`src/rtl/ra_to_dif.sv`:
```
// rtl/ra_to_dif.sv - four-phase request/acknowledge producer into a valid/ready stream through a circular FIFO
module ra_to_dif #(
    parameter int DWd   = 16,
    parameter int DEPTH = 4
) (
    input  logic                     clk,
    input  logic                     rst_n,
    input  logic                     ra_rdy,
    input  logic [DWd-1:0]           ra_data,
    output logic                     ra_ack,
    output logic [DWd-1:0]           dif_data,
    output logic                     dif_valid,
    input  logic                     dif_ready,
    output logic [$clog2(DEPTH):0]   occ
);

    localparam int AW = $clog2(DEPTH);
    localparam int OW = AW + 1;
    localparam logic [OW-1:0] FULL = OW'(DEPTH);

    typedef enum logic {IDLE, ACK} state_t;

    state_t          state_q, state_d;
    logic            ra_ack_q, ra_ack_d;
    logic [AW-1:0]   wr_ptr_q, wr_ptr_d;
    logic [AW-1:0]   rd_ptr_q, rd_ptr_d;
    logic [OW-1:0]   occ_q, occ_d;
    logic [DWd-1:0]  mem_q [DEPTH];
    logic            push, pop;

    always_comb begin
        // Space is judged on the pre-edge occupancy, so a same-cycle pop never frees room
        push     = (state_q == IDLE) && ra_rdy && (occ_q != FULL);
        pop      = (occ_q != '0) && dif_ready;
        state_d  = state_q;
        ra_ack_d = ra_ack_q;
        wr_ptr_d = wr_ptr_q;
        rd_ptr_d = rd_ptr_q;
        occ_d    = occ_q;

        case (state_q)
            IDLE: if (push) begin
                state_d  = ACK;
                ra_ack_d = 1'b1;
            end
            ACK: if (!ra_rdy) begin
                state_d  = IDLE;
                ra_ack_d = 1'b0;
            end
            default: begin
                state_d  = IDLE;
                ra_ack_d = 1'b0;
            end
        endcase

        if (push) wr_ptr_d = wr_ptr_q + AW'(1);
        if (pop)  rd_ptr_d = rd_ptr_q + AW'(1);

        case ({push, pop})
            2'b10:   occ_d = occ_q + OW'(1);
            2'b01:   occ_d = occ_q - OW'(1);
            default: occ_d = occ_q;
        endcase
    end

    always_ff @(posedge clk or negedge rst_n) begin
        if (!rst_n) begin
            state_q  <= IDLE;
            ra_ack_q <= 1'b0;
            wr_ptr_q <= '0;
            rd_ptr_q <= '0;
            occ_q    <= '0;
        end else begin
            state_q  <= state_d;
            ra_ack_q <= ra_ack_d;
            wr_ptr_q <= wr_ptr_d;
            rd_ptr_q <= rd_ptr_d;
            occ_q    <= occ_d;
        end
    end

    // Storage is deliberately left out of reset; occupancy alone defines what is valid
    always_ff @(posedge clk) begin
        if (push) mem_q[wr_ptr_q] <= ra_data;
    end

    assign ra_ack    = ra_ack_q;
    assign dif_valid = (occ_q != '0);
    assign dif_data  = mem_q[rd_ptr_q];
    assign occ       = occ_q;

endmodule

```
`config.mk`:
```
export PLATFORM = sky130hd
export DESIGN_NAME = ra_to_dif
export DESIGN_NICKNAME = d
export VERILOG_FILES = /design/src/rtl/ra_to_dif.sv
export SDC_FILE = /design/constraint.sdc
export NUM_CORES = 1
export LEC_CHECK = 0
export CAP_MARGIN = 25
export CELL_PAD_IN_SITES_DETAIL_PLACEMENT = 0
export CELL_PAD_IN_SITES_GLOBAL_PLACEMENT = 1
export CORE_MARGIN = 3
export CORE_UTILIZATION = 50
export DETAILED_ROUTE_END_ITERATION = 6
export GPL_ROUTABILITY_DRIVEN = 0
export PLACE_DENSITY_LB_ADDON = 0.15
export SYNTH_ARGS = -nofsm -noshare
export SYNTH_HDL_FRONTEND = slang
export SYNTH_SLANG_ARGS = --single-unit
export TNS_END_PERCENT = 1
```
`constraint.sdc`:
```
create_clock -name clk -period 5.7 [get_ports clk]
set_input_delay 1.14 -clock clk [delete_from_list [all_inputs] [get_ports clk]]
set_output_delay 1.14 -clock clk [all_outputs]
set_load 0.05 [all_outputs]
```
==> results.sh, run 1 <==
export IMPL_num_io_pins=41
export IMPL_cts_setup_buffers=0
export IMPL_avgSynthCellArea_um2=22.2
export IMPL_slowest_stage="dfrtp_1"
export IMPL_p_sw_frac=0.382
export IMPL_area_growth_syn_to_layout_pct=22.7
export IMPL_cts_hold_fix_buffers=0
export IMPL_critical_path_class="flip-flop to primary output"
export IMPL_yosys_warnings=0
export IMPL_min_path_type="flip-flop to flip-flop"
export IMPL_via_per_inst=5.22
export IMPL_ys_seq_area_frac=0.762
export IMPL_ys_ff_latch=73
export IMPL_post_route_drc_count=0
export IMPL_finalHoldViolCount=0
export IMPL_fill_cells=375
export IMPL_synth_top_area_frac=0.682
export IMPL_slew_viol_final=0
export IMPL_yosys_top_cells_area="edfxtp_1 68%, mux4_2 13%, dfrtp_1 8.0%"
export IMPL_critPathMaxFanout=10
export IMPL_final_setup_skew_ns=0.00596
export IMPL_max_freq_mhz=274
export IMPL_worstSkewPairLatency_ns=0.33
export IMPL_vias=1299
export IMPL_max_stage_delay_ns=0.73
export IMPL_syn_cell_area_um2=2820
export IMPL_cts_resized=0
export IMPL_die_x_um=81.1
export IMPL_comb_power_share=0.428
export IMPL_grt_max_degree=18
export IMPL_initial_utilization=0.534
export IMPL_drt_total_wl_mm=4.58
export IMPL_grt_pass1_wl_mm=7.39
export IMPL_fin_crit_sh=0.641
export IMPL_dpl_cell_area_um2=3300
export IMPL_fin_tns_setup_ns=0
export IMPL_cellLeakagePower_uw=0.00119
export IMPL_synth_xor_area_share=0.0187
export IMPL_grt_pass1_vias=1440
export IMPL_async_flop_share=0.123
export IMPL_register_area_um2=2150
export IMPL_rsz0062_at_grt="no"
export IMPL_drive_above_1_share=0.207
export IMPL_synth_nets=153
export IMPL_track_usage=0.159
export IMPL_die_area_um2=6570
export IMPL_diodes=0
export IMPL_synthCells=127
export IMPL_worst_pin_slew_ns=0.814
export IMPL_synth_compound_area_frac=0.00933
export IMPL_synthTopCellsByCount="64 x edfxtp_1, 16 x mux4_2, 9 x dfrtp_1, 6 x inv_1, 5 x ha_1"
export IMPL_cp_end_kind="primary output"
export IMPL_synth_top_area_cell="edfxtp_1"
export IMPL_synth_simple_gate_area_share=0.0240
export IMPL_firstDrtPassIters=4
export IMPL_crit_chain="buf_16 > mux4_2 > clkdlybuf4s50_1"
export IMPL_period_needed_ns=3.66
export IMPL_synth_edf_count=64
export IMPL_path_clk_slew_ns=0.07
export IMPL_required_ns=4.56
export IMPL_synth_main_ff_cell="edfxtp_1"
export IMPL_core_um2=5270
export IMPL_numCtsBuffers=9
export IMPL_synthAdderAreaFrac=0.0293
export IMPL_cts_buffer_depth=2
export IMPL_wire_per_inst_um=18.4
export IMPL_final_area_um2=3450
export IMPL_cts_sinks=73
export IMPL_peakVddDrop_uv=365
export IMPL_seqPwrFrac=0.401
export IMPL_drtAntennaViolNets=0
export IMPL_nNetsFinal=200
export IMPL_cts_htree_levels=3
export IMPL_p_int_uw=1160
export IMPL_synth_cell_types=25
export IMPL_path_buf_inv=2
export IMPL_clock_root_buffer="clkbuf_8"
export IMPL_drtIter0Drc=63
export IMPL_antenna_found_initial=0
export IMPL_die_h_um=81.1
export IMPL_synth_most_common_cell="edfxtp_1"
export IMPL_powerDensity_nw_per_um2=544
export IMPL_outcome="completed"
export IMPL_synthMuxAreaShare=0.137
export IMPL_crit_arrival_ns=2.52
export IMPL_synth_top_family_by_area="multiplexers"
export IMPL_cts_tree="done"
export IMPL_clkPwrFrac=0.171
export IMPL_p_switching_uw=718
export IMPL_placement_io_buffers=40
export IMPL_multi_input_area_um2=614
export IMPL_gr_total_overflow=0
export IMPL_finalSetupViolCount=0
export IMPL_crit_family="buffers and inverters"
export IMPL_start_kind="flip-flop"
export IMPL_num_rows=26
export IMPL_cap_violations=0
export IMPL_maxSlewHeadroom=0.457
export IMPL_dpl_hpwl_mm=2.97
cell families after synthesis:
group,count (synthesis)
XOR/XNOR,6
flip-flops,73
multiplexers,18
adder cells (fa/ha/maj),6
AO/OA/AOI/OAI,3
AND/OR/NAND/NOR,10
buffers and inverters,11
worst paths after layout:
path                             start            to  slack, ns  cells past startpoint
min reg2reg                     ra_ack        ra_ack       0.49                      1
max in group asynchronous        rst_n   wr_ptr_q[1]       4.30                      1
min in group asynchronous        rst_n        occ[0]       1.11                      1
max                        rd_ptr_q[0]  dif_data[11]       2.04                      3
max reg2reg                     occ[0]        occ[2]       3.31                      9
min                             ra_ack        ra_ack       0.49                      1
sequential cells by signal, indices dropped and copies added, names as in the netlist:
| register | count |
|---|---|
| mem_q | 64 |
| occ | 3 |
| ra_ack | 1 |
| rd_ptr_q | 2 |
| state_q | 1 |
| wr_ptr_q | 2 |
power groups by stage:
stage | clock network (µW) | registers (µW) | logic, µW
finish | 322 | 753 | 804
global route | 352 | 768 | 846
CTS | 332 | 756 | 818
detailed placement | 0 | 767 | 816
global placement | 0 | 778 | 757
floorplan | 0 | 758 | 562
stage by stage:
stage	setup slack [ns]	instances	util	hold slack (ns)	power [µW]
after floorplan	3.09	127	-	0.479	1320
after global placement	2.11	232	0.621	0.473	1530
after detailed placement	2.35	233	0.626	0.475	1580
after CTS	1.98	249	0.656	0.491	1910
after global routing	1.90	249	0.656	0.521	1970
final	2.04	249	0.656	0.494	1880
layout make-up:
cell class	count	share of cell area
sequential	73	0.622
timing repair buffer	41	0.124
tap	70	0.0254
clock inverter	4	0.00580
inverter	6	0.00652
multi-input combinational	43	0.178
clock buffer	12	0.0391
layout by cell type, fill, tap and decap left out, drive strengths merged, types with 3 or more instances in the layout:
master	Yosys	final
dfrtp	9	9
edfxtp	64	64
inv	6	6
clkbuf	1	12
xor2	3	3
mux4	16	16
clkinv	0	4
xnor2	3	3
and2	4	4
ha	5	5
clkdlybuf4s50	0	40
routing by layer:
layer	vias up	share of wire	track usage
li1	594	-	-
met1	666	0.41	0.194
met2	31	0.53	0.265
met3	8	0.040	0.0344
met4	0	0.017	0.0861
met5	-	0	0
Power figures use the tool's default switching activity.
==> run 2: changes to the inputs <==
--- a/config.mk
+++ b/config.mk
@@ -9,7 +9,7 @@
 export CELL_PAD_IN_SITES_DETAIL_PLACEMENT = 0
 export CELL_PAD_IN_SITES_GLOBAL_PLACEMENT = 1
 export CORE_MARGIN = 3
-export CORE_UTILIZATION = 50
+export CORE_UTILIZATION = 46
 export DETAILED_ROUTE_END_ITERATION = 6
 export GPL_ROUTABILITY_DRIVEN = 0
 export PLACE_DENSITY_LB_ADDON = 0.15
==> constraint.sdc (replaced) <==
create_clock -name clk -period 3.7 [get_ports clk]
set_input_delay 0.74 -clock clk [delete_from_list [all_inputs] [get_ports clk]]
set_output_delay 0.74 -clock clk [all_outputs]
set_load 0.05 [all_outputs]
==> run 2 against run 1 <==
Net effect:
- core utilization down 4.8 points
- via count increased by 0.62%
- die area is 8.0% higher
- combinational power up 54%
- sequential power is 50% higher
- largest power group unchanged
- register-to-register slack worse by 2.0 ns
- first-iteration DRC count is 1.6% higher
==> results.sh, run 2 (synthesized netlist as in run 1, its figures left out) <==
export IMPL_required_ns=2.96
export IMPL_outcome="completed"
export IMPL_drtAntennaViolNets=0
export IMPL_initial_utilization=0.493
export IMPL_peakVddDrop_uv=488
export IMPL_num_io_pins=41
export IMPL_worst_pin_slew_ns=0.807
export IMPL_cts_resized=0
export IMPL_cts_sinks=73
export IMPL_via_per_inst=5.19
export IMPL_numCtsBuffers=9
export IMPL_die_area_um2=7100
export IMPL_num_rows=27
export IMPL_grt_max_degree=18
export IMPL_wire_per_inst_um=17.7
export IMPL_gr_total_overflow=0
export IMPL_cap_violations=0
export IMPL_area_growth_syn_to_layout_pct=23.1
export IMPL_final_common_cell="edfxtp_1"
export IMPL_firstDrtPassIters=4
export IMPL_pre_cts_slack_ns=0.878
export IMPL_finalSetupViolCount=0
export IMPL_drive_above_1_share=0.200
export IMPL_fin_crit_sh=0.840
export IMPL_drt_total_wl_mm=4.47
export IMPL_cts_tree="done"
export IMPL_core_um2=5710
export IMPL_finalHoldViolCount=0
export IMPL_worstSkewPairLatency_ns=0.33
export IMPL_final_setup_skew_ns=0.00605
export IMPL_fin_tns_setup_ns=0
export IMPL_cp_end_kind="primary output"
export IMPL_post_route_drc_count=0
export IMPL_dpl_hpwl_mm=2.77
export IMPL_period_needed_ns=3.11
export IMPL_vias=1307
export IMPL_top_register="mem_q"
export IMPL_die_h_um=84.2
export IMPL_start_kind="flip-flop"
export IMPL_layout_common_cells="64 x edfxtp_1, 40 x clkdlybuf4s50_1, 16 x mux4_2"
export IMPL_maxSlewHeadroom=0.462
export IMPL_placement_io_buffers=40
export IMPL_powerDensity_nw_per_um2=846
export IMPL_cellLeakagePower_uw=0.00119
export IMPL_crit_arrival_ns=2.37
export IMPL_cts_hold_fix_buffers=0
export IMPL_critPathMaxFanout=17
export IMPL_cts_setup_buffers=0
export IMPL_grt_pass1_wl_mm=7.27
export IMPL_min_path_type="flip-flop to flip-flop"
export IMPL_antenna_found_initial=0
export IMPL_track_usage=0.139
export IMPL_rsz0062_at_grt="no"
export IMPL_setup_ws_ns=0.592
export IMPL_grt_pass1_vias=1419
export IMPL_slew_viol_final=0
export IMPL_cts_buffer_depth=2
export IMPL_nNetsFinal=201
export IMPL_largest_register_ffs=64
export IMPL_diodes=0
export IMPL_path_clk_slew_ns=0.07
export IMPL_drtIter0Drc=64
export IMPL_clock_root_buffer="clkbuf_8"
export IMPL_die_x_um=84.2
export IMPL_cts_htree_levels=3
export IMPL_critical_path_class="flip-flop to primary output"
export IMPL_max_freq_mhz=322
## run 2: changes by cell type in the layout (fill, tap and decap cells not counted)
cell       delta
buf_16        -1
buf_4         +2
bufinv_16     +1
clkbuf_1      -1
clkinv_1      +3
clkinv_2      -3
## run 2: final cells by class
class / instances / area, µm²
Multi-Input combinational cell: 43 / 614
Timing Repair Buffer: 42 / 415
Sequential cell: 73 / 2150
Fill cell: 408 / 2240
Clock inverter: 5 / 46.3
Clock buffer: 11 / 131
Tap cell: 72 / 90.1
Inverter: 6 / 22.5
## run 2: through the flow
step	cell area [µm²]	cells	power, µW	utilization	hold slack [ns]
3_3_place_gp	3290	236	2380	0.576	0.471
5_1_grt	3470	252	3080	0.607	0.509
6_report	3470	252	2930	0.607	0.488
4_1_cts	3470	252	2980	0.607	0.492
3_5_place_dp	3290	236	2410	0.576	0.474
2_1_floorplan	2820	127	2030	-	0.444
## run 2: per-layer routing
metal | share of wire | track usage | vias up
met5 | 0 | 0 | -
met4 | 0.025 | 0.0702 | 0
met3 | 0.049 | 0.0500 | 15
met2 | 0.49 | 0.209 | 30
met1 | 0.44 | 0.179 | 665
li1 | - | - | 597
## run 2: where the power goes
| group | total, µW | internal, µW | switching (µW) |
|---|---|---|---|
| Clock | 563 | 304 | 259 |
| Combinational | 1240 | 495 | 744 |
| Sequential | 1130 | 1030 | 96.3 |
## run 2: path summary, 6_finish.rpt
kind / start / end / slack [ns] / cells past startpoint
setup / recovery: rd_ptr_q[1] / dif_data[12] / 0.59 / 2
hold / removal: rd_ptr_q[0] / rd_ptr_q[0] / 0.49 / 1
setup reg to reg: occ[0] / occ[2] / 1.32 / 9
hold reg to reg: rd_ptr_q[0] / rd_ptr_q[0] / 0.49 / 1
max in group asynchronous: rst_n / wr_ptr_q[0] / 2.68 / 1
min in group asynchronous: rst_n / rd_ptr_q[0] / 0.72 / 1
## run 2: critical path: stages, from the launching register on
cell and delay [ns]:
dfrtp_1 0.87, mux4_2 0.35, clkdlybuf4s50_1 0.81
